--- config.mk ---
export PLATFORM = sky130hd
export DESIGN_NAME = draw_sequencer
export DESIGN_NICKNAME = d
export VERILOG_FILES = /design/src/rtl/draw_sequencer.sv
export SDC_FILE = /design/constraint.sdc
export NUM_CORES = 1
export LEC_CHECK = 0
export CAP_MARGIN = 20
export CORE_ASPECT_RATIO = 0.5
export CORE_MARGIN = 2
export CORE_UTILIZATION = 31
export DETAILED_ROUTE_END_ITERATION = 8
export PLACE_DENSITY = 0.68
export SLEW_MARGIN = 5
export SYNTH_ARGS = -nofsm -noshare
export SYNTH_HDL_FRONTEND = slang
export SYNTH_SLANG_ARGS = --single-unit
--- constraint.sdc ---
create_clock -name clk -period 3 [get_ports clk]
set_input_delay 0.3 -clock clk [delete_from_list [all_inputs] [get_ports clk]]
set_output_delay 0.3 -clock clk [all_outputs]
set_load 0.03 [all_outputs]
--- src/rtl/draw_sequencer.sv ---
// Sequences a screen-fill client and a shape-draw client onto one VGA pixel port,
// clipping off-screen pixels and counting every pixel forwarded during a job.
module draw_sequencer #(
  parameter bit SKIP_FILL = 1'b0
) (
  input  logic        clk,
  input  logic        rst_n,
  input  logic        start,
  output logic        done,
  output logic        fill_start,
  input  logic        fill_finished,
  input  logic [7:0]  fill_x,
  input  logic [6:0]  fill_y,
  input  logic [2:0]  fill_colour,
  input  logic        fill_plot,
  output logic        draw_start,
  input  logic        draw_finished,
  input  logic [7:0]  draw_x,
  input  logic [6:0]  draw_y,
  input  logic [2:0]  draw_colour,
  input  logic        draw_plot,
  output logic [7:0]  vga_x,
  output logic [6:0]  vga_y,
  output logic [2:0]  vga_colour,
  output logic        vga_plot,
  output logic [14:0] plot_count
);

  typedef enum logic [1:0] {StIdle, StFill, StDraw, StDone} state_e;

  state_e      state_q;
  logic [14:0] plot_count_q;
  logic        sel_plot;

  // Client select; idle and done present an all-zero pixel port.
  always_comb begin
    vga_x      = 8'd0;
    vga_y      = 7'd0;
    vga_colour = 3'd0;
    sel_plot   = 1'b0;
    case (state_q)
      StFill: begin
        vga_x      = fill_x;
        vga_y      = fill_y;
        vga_colour = fill_colour;
        sel_plot   = fill_plot;
      end
      StDraw: begin
        vga_x      = draw_x;
        vga_y      = draw_y;
        vga_colour = draw_colour;
        sel_plot   = draw_plot;
      end
      default: ;
    endcase
  end

  // Coordinates pass through untouched; only the strobe is clipped.
  assign vga_plot   = sel_plot && (vga_x < 8'd160) && (vga_y < 7'd120);
  assign fill_start = (state_q == StFill);
  assign draw_start = (state_q == StDraw);
  assign done       = (state_q == StDone);
  assign plot_count = plot_count_q;

  always_ff @(posedge clk or negedge rst_n) begin
    if (!rst_n) begin
      state_q      <= StIdle;
      plot_count_q <= 15'd0;
    end else begin
      case (state_q)
        StIdle: if (start) state_q <= SKIP_FILL ? StDraw : StFill;
        StFill: begin
          if (!start)             state_q <= StIdle;
          else if (fill_finished) state_q <= StDraw;
        end
        StDraw: begin
          if (!start)             state_q <= StIdle;
          else if (draw_finished) state_q <= StDone;
        end
        StDone: if (!start) state_q <= StIdle;
        default: state_q <= StIdle;
      endcase

      if (state_q == StIdle && start) begin
        plot_count_q <= 15'd0;
      end else if (vga_plot && plot_count_q != 15'h7fff) begin
        plot_count_q <= plot_count_q + 15'd1;
      end
    end
  end

endmodule
After elaboration in Yosys (flattened, before gate mapping)
Cells that the tools add are included.
{"block": "word_totals", "inputBits": 43, "ff_bits": 17, "out_inout_bits": 37}
{"block": "classes", "order_cmp": 2, "eq_ne": 8, "n_mux": 13, "n_reduce_logical": 7, "n_addsub": 1}
{"op": "$mux 15", "count": 2}
{"op": "$pmux 8 s2", "count": 1}
{"op": "$add 15x1->15 const B", "count": 1}
{"op": "$ne 15x15->1 const B", "count": 1}
{"op": "$pmux 7 s2", "count": 1}
{"op": "$mux 2", "count": 6}
{"op": "$lt 8x8->1 const B", "count": 1}
{"op": "$pmux 2 s4", "count": 1}
{"op": "$lt 7x7->1 const B", "count": 1}
{"op": "$ne 3x2->1 const B", "count": 2}
{"op": "$pmux 3 s2", "count": 1}
{"op": "$eq 2x2->1 const B", "count": 2}
{"op": "$logic_and 1x1->1", "count": 4}
{"op": "$ne 2x2->1 const B", "count": 2}
{"op": "$reduce_and 4->1", "count": 1}
{"op": "$eq 2x1->1 const B", "count": 1}
{"op": "$logic_not 2->1", "count": 1}
{"op": "$pmux 1 s2", "count": 1}
{"op": "$reduce_bool 2->1", "count": 1}

Logic depth before layout (Yosys ltp)
{"block": "logic_depth", "depth_word": 8, "mapped_depth": 11, "depth_no_buf": 8}

Least setup slack after synthesis
Ideal clock, no wire load.
{"block": "synth_path", "kind": "register to register", "from": "reg state_q[1]", "to": "reg plot_count_q[4], in the netlist plot_count[4]", "stages_incl_launch_ff": 11, "n_path_buf": 3, "slack_ps": 467, "synth_period_minus_slack_ps": 2533, "t_arrival_ps": 2455, "setup_time_ps": 78, "path_cell_list": "dfrtp_1 -> inv_1 -> ha_1 -> buf_6 -> a22oi_1 -> nor2b_1 -> a311o_1 -> buf_6 -> buf_2 -> o21ai_0 -> a21oi_1"}
{"block": "synth_via", "elab_cells_between_ends": 14, "classes_between": "order compare: 2; eq/ne: 2; mux: 4; reduce/logical: 6"}
{"item": "start, declared", "line": "31", "rtl": "state_e state_q;"}
{"item": "start signal, assigned", "line": "67", "rtl": "state_q <= StIdle;"}
{"item": "start signal, assigned", "line": "71", "rtl": "StIdle: if (start) state_q <= SKIP_FILL ? StDraw : StFill;"}
{"item": "start signal, assigned", "line": "73", "rtl": "if (!start) state_q <= StIdle;"}
{"item": "$eq 2x1->1"}
{"item": "via fill_start", "line": "10", "rtl": "output logic fill_start,"}
{"item": "$pmux 7 s2", "line": "41", "rtl": "case (state_q)"}
{"item": "via vga_y[6]", "line": "23", "rtl": "output logic [6:0] vga_y,"}
{"item": "$lt 7x7->1", "line": "59", "rtl": "assign vga_plot = sel_plot && (vga_x < 8'd160) && (vga_y < 7'd120);"}
{"item": "$logic_and 1x1->1", "line": "59"}
{"item": "$logic_and 1x1->1", "line": "86", "rtl": "end else if (vga_plot && plot_count_q != 15'h7fff) begin"}
{"item": "$reduce_bool 2->1 (no line)"}
{"item": "end signal, assigned", "line": "87", "rtl": "plot_count_q <= plot_count_q + 15'd1;"}
{"item": "end, declared", "line": "32", "rtl": "logic [14:0] plot_count_q;"}
The timed path passes the listed nets, and every way through them passes these cells.
A chain may end at the register's enable or synchronous reset.

Worst setup path in the final report
{"block": "layout_path", "from": "reg state_q[1]", "to": "reg plot_count_q[9], in the netlist plot_count[9]"}
{"block": "layout_via", "elab_chain_len": 7, "elab_cells_between_ends": 14, "classes_between": "order compare: 2; eq/ne: 2; mux: 4; reduce/logical: 6"}
{"item": "$eq 2x2->1 / $eq 2x1->1 (equally long branches)", "line": "41"}
{"item": "$pmux 8 s2", "line": "41"}
{"item": "$lt 8x8->1", "line": "59"}
{"item": "$logic_and 1x1->1 (2 in a row)", "line": "59"}
{"item": "$logic_and 1x1->1", "line": "86"}
{"item": "$reduce_bool 2->1 (no line)"}
Parallel ways exist; a longest one is shown, timed or not.

==> out/metrics.yaml <==
run_status:
  status: "complete, no violations"
sta:
  slew_headroom: 0.487
  worst_pin_slew_ps: 767
  min_period_over_period: 0.836
  layout_setup_ws_ps: 492
  rsz0062_at_grt: "no"
  final-max-slew-violation-count: 0
  finClkSkew_ps: 1.47
  setup_viol: 0
  fmax_ghz: 0.399
  hold_viol: 0
  tns_ps: 0
  fin_crit_ps: 2510
drt:
  ant_nets: 0
  drt-total-wl_microns: 4110
  drt_pass1_iterations: 4
  drt-wirelength-per-cell_microns: 13.8
  drc: 0
  vias: 1610
  drt_iter0_markers: 44
  viasPerCell: 5.42
clock_tree:
  cts_root_buf: "clkbuf_8"
  postCtsHoldBufs: 0
  htree_num_levels: 1
  cts_tree: "built"
  clock_path_buffers: 2
  clk_pin_slew_ps: 70
  cts.sinks: 17
  numCtsBuffers: 3
  cts_resized: 0
  post_cts_buffers: 0
  clkLatencyLatePin_ps: 250
placement:
  port-buffer-count: 79
  dpl.cell_count: 293
  gp_congestion: 0.763
  place_ws_ps: 317
  hpwl_microns: 3180
worst_setup_path:
  worstPathMaxFanout: 24
  arrival_ps: 2680
  critical_path_class: "flip-flop to flip-flop"
  cp-end-kind: "flip-flop"
  crit-reg2reg-launch: "state_q[1]"
  rr_endpoint: "plot_count[9]"
  r2r_cells: 9
  worstPathRequired_ps: 3170
  r2r_slack_ps: 490
  start_kind: "flip-flop"
finish:
  syn_to_final_growth_pct: 63.8
  antenna_cells: 0
  n_fill_cell: 420
  final_cells: 297
  drive_gt1_frac: 0.0583
  layout.nets: 289
synthesis:
  synth_mux_area_frac: 0.00731
  ys.warnings.count: 0
  synth_simple_gate_area_frac: 0.273
  seq_area_frac_synth: 0.311
  synth_top_area_cell: "dfrtp_1"
  ys_types: 33
  syn_nets: 213
  synth-xor-area-share: 0
  netlist_area_sq_um: 1370
  ys_ff_latch: 17
  synthAdderAreaFrac: 0.0457
  yosys.area.top_type_share: 0.311
  yosys_most_used_dff: "dfrtp_1"
  yosys-top-cells-area: "dfrtp_1 (31%), a22oi_1 (8.8%), nor2b_1 (8.2%)"
  netlist_instances: 165
  syn-mean-instance-area_sq_um: 8.30
  synth_enable_flop_cells: 0
  synth_top_family_by_area: "compound AO/OA/AOI/OAI gates"
  synth_compound_area_frac: 0.293
  async_flop_share: 1.00
floorplanning:
  die_w_microns: 98.0
  rows: 17
  initial_core_util: 0.317
  chipHeight_microns: 51.0
  die-area_sq_um: 5000
  core_sq_um: 4320
  ioPinCount: 80
global_route:
  grt_max_degree: 25
  antenna_found_initial: 0
  grt_pass1_vias: 1518
  grt_usage: 0.163
  grt_pass1_wl_microns: 6810
  grt_overflow_total: 0
worst_hold_path:
  hold_class: "input port to async pin"
power:
  sequentialPowerShare: 0.195
  power.switching_uw: 645
  power.total_uw: 1420
  leakage_uw: 0.000852
  clockPowerShare: 0.122
  combPwrFrac: 0.684
  pwr_density_cell_nw_per_um2: 631
  switching_share: 0.456
  ir_drop_mv: 0.200
  p_int_uw: 770
run:
  cap_violations: 0
critical path: stages, from the launching register on:
cell	delay, ps
dfrtp_1	370
inv_1	80
ha_1	240
buf_4	200
a21oi_1	140
o211ai_1	100
a311o_1	390
buf_4	220
or4_1	510
a21oi_1	160
placed cells by master (no fill, tap or decap), drive strengths merged, types with 2 or more instances in the layout:
| cell type | netlist | final |
|---|---|---|
| nand3 | 10 | 10 |
| or3 | 5 | 5 |
| nand2 | 10 | 10 |
| a21oi | 14 | 14 |
| and2 | 3 | 3 |
| o21ai | 11 | 11 |
| nand4 | 4 | 4 |
| o211ai | 2 | 2 |
| buf | 5 | 5 |
| and3 | 4 | 4 |
| or4 | 6 | 6 |
| ha | 5 | 5 |
| a22oi | 17 | 17 |
| inv | 4 | 4 |
| o31ai | 7 | 7 |
| clkdlybuf4s50 | 0 | 78 |
| a31oi | 2 | 2 |
| nor2b | 18 | 18 |
| clkbuf | 8 | 3 |
| dfrtp | 17 | 17 |
| nor2 | 3 | 3 |
| and4 | 2 | 2 |
through the flow:
| step | util | hold slack (ps) | cell area, sq um |
|---|---|---|---|
| 5_1_grt | 0.519 | 588 | 2240 |
| 3_5_place_dp | 0.507 | 553 | 2190 |
| 6_report | 0.519 | 497 | 2240 |
| 2_1_floorplan | - | 4.41 | 1370 |
| 4_1_cts | 0.518 | 530 | 2230 |
| 3_3_place_gp | 0.507 | 532 | 2190 |
registers in the layout (all words and copies together), names as in the netlist:
name and cells:
plot_count 15, state_q 2
cell type report:
class                   instances  area [sq um]  share of cell area
clock buffers                   3          41.3              0.0184
clock inverters                 1          5.00             0.00223
inverters                       4          15.0             0.00670
multi-input cells             131           853               0.381
flip-flops and latches         17           425               0.190
well taps                      57          71.3              0.0318
repair buffers                 84           831               0.371
power by group through the flow:
stage	clock network [uW]	registers (uW)	logic, uW
2_1_floorplan	0	293	624
3_3_place_gp	0	276	956
3_5_place_dp	0	279	967
4_1_cts	177	275	972
5_1_grt	186	279	1050
6_report	172	275	968
layer usage:
| metal | track usage | up-vias | part of all wire |
|---|---|---|---|
| li1 | - | 780 | - |
| met1 | 0.203 | 766 | 0.43 |
| met2 | 0.306 | 57 | 0.50 |
| met3 | 0.0178 | 7 | 0.059 |
| met4 | 0.0463 | 0 | 0.013 |
| met5 | 0 | - | 0 |
worst max path at each step:
stage | start | endpoint | slack (ps) | cells after the start
global placement | state_q[0] | vga_plot | 400 | 7
floorplan | state_q[1] | plot_count[4] | 470 | 10
global route | state_q[1] | plot_count[9] | 290 | 9
detailed placement | state_q[0] | vga_plot | 320 | 7
finish | state_q[1] | plot_count[9] | 490 | 9
CTS | state_q[0] | vga_plot | 40 | 7
cell usage after synthesis, types with 2 or more instances:
library cell  number
and3_1             4
nand2_1           10
inv_1              3
buf_6              4
nor2_1             3
nor2b_1           18
o31ai_1            7
o211ai_1           2
clkbuf_1           8
ha_1               5
and4_1             2
nand4_1            4
o21ai_1            4
or3_1              5
dfrtp_1           17
o21ai_0            7
a21oi_1           14
nand3_1           10
or4_1              6
and2_1             3
a22oi_1           16
a31oi_1            2
cells by family after synthesis:
group,count (synthesis)
compound gates,60
fa+ha+maj,5
buf+inv,17
flops,17
mux,1
simple gates,65
Note: power is estimated with default switching activity, not from simulation.
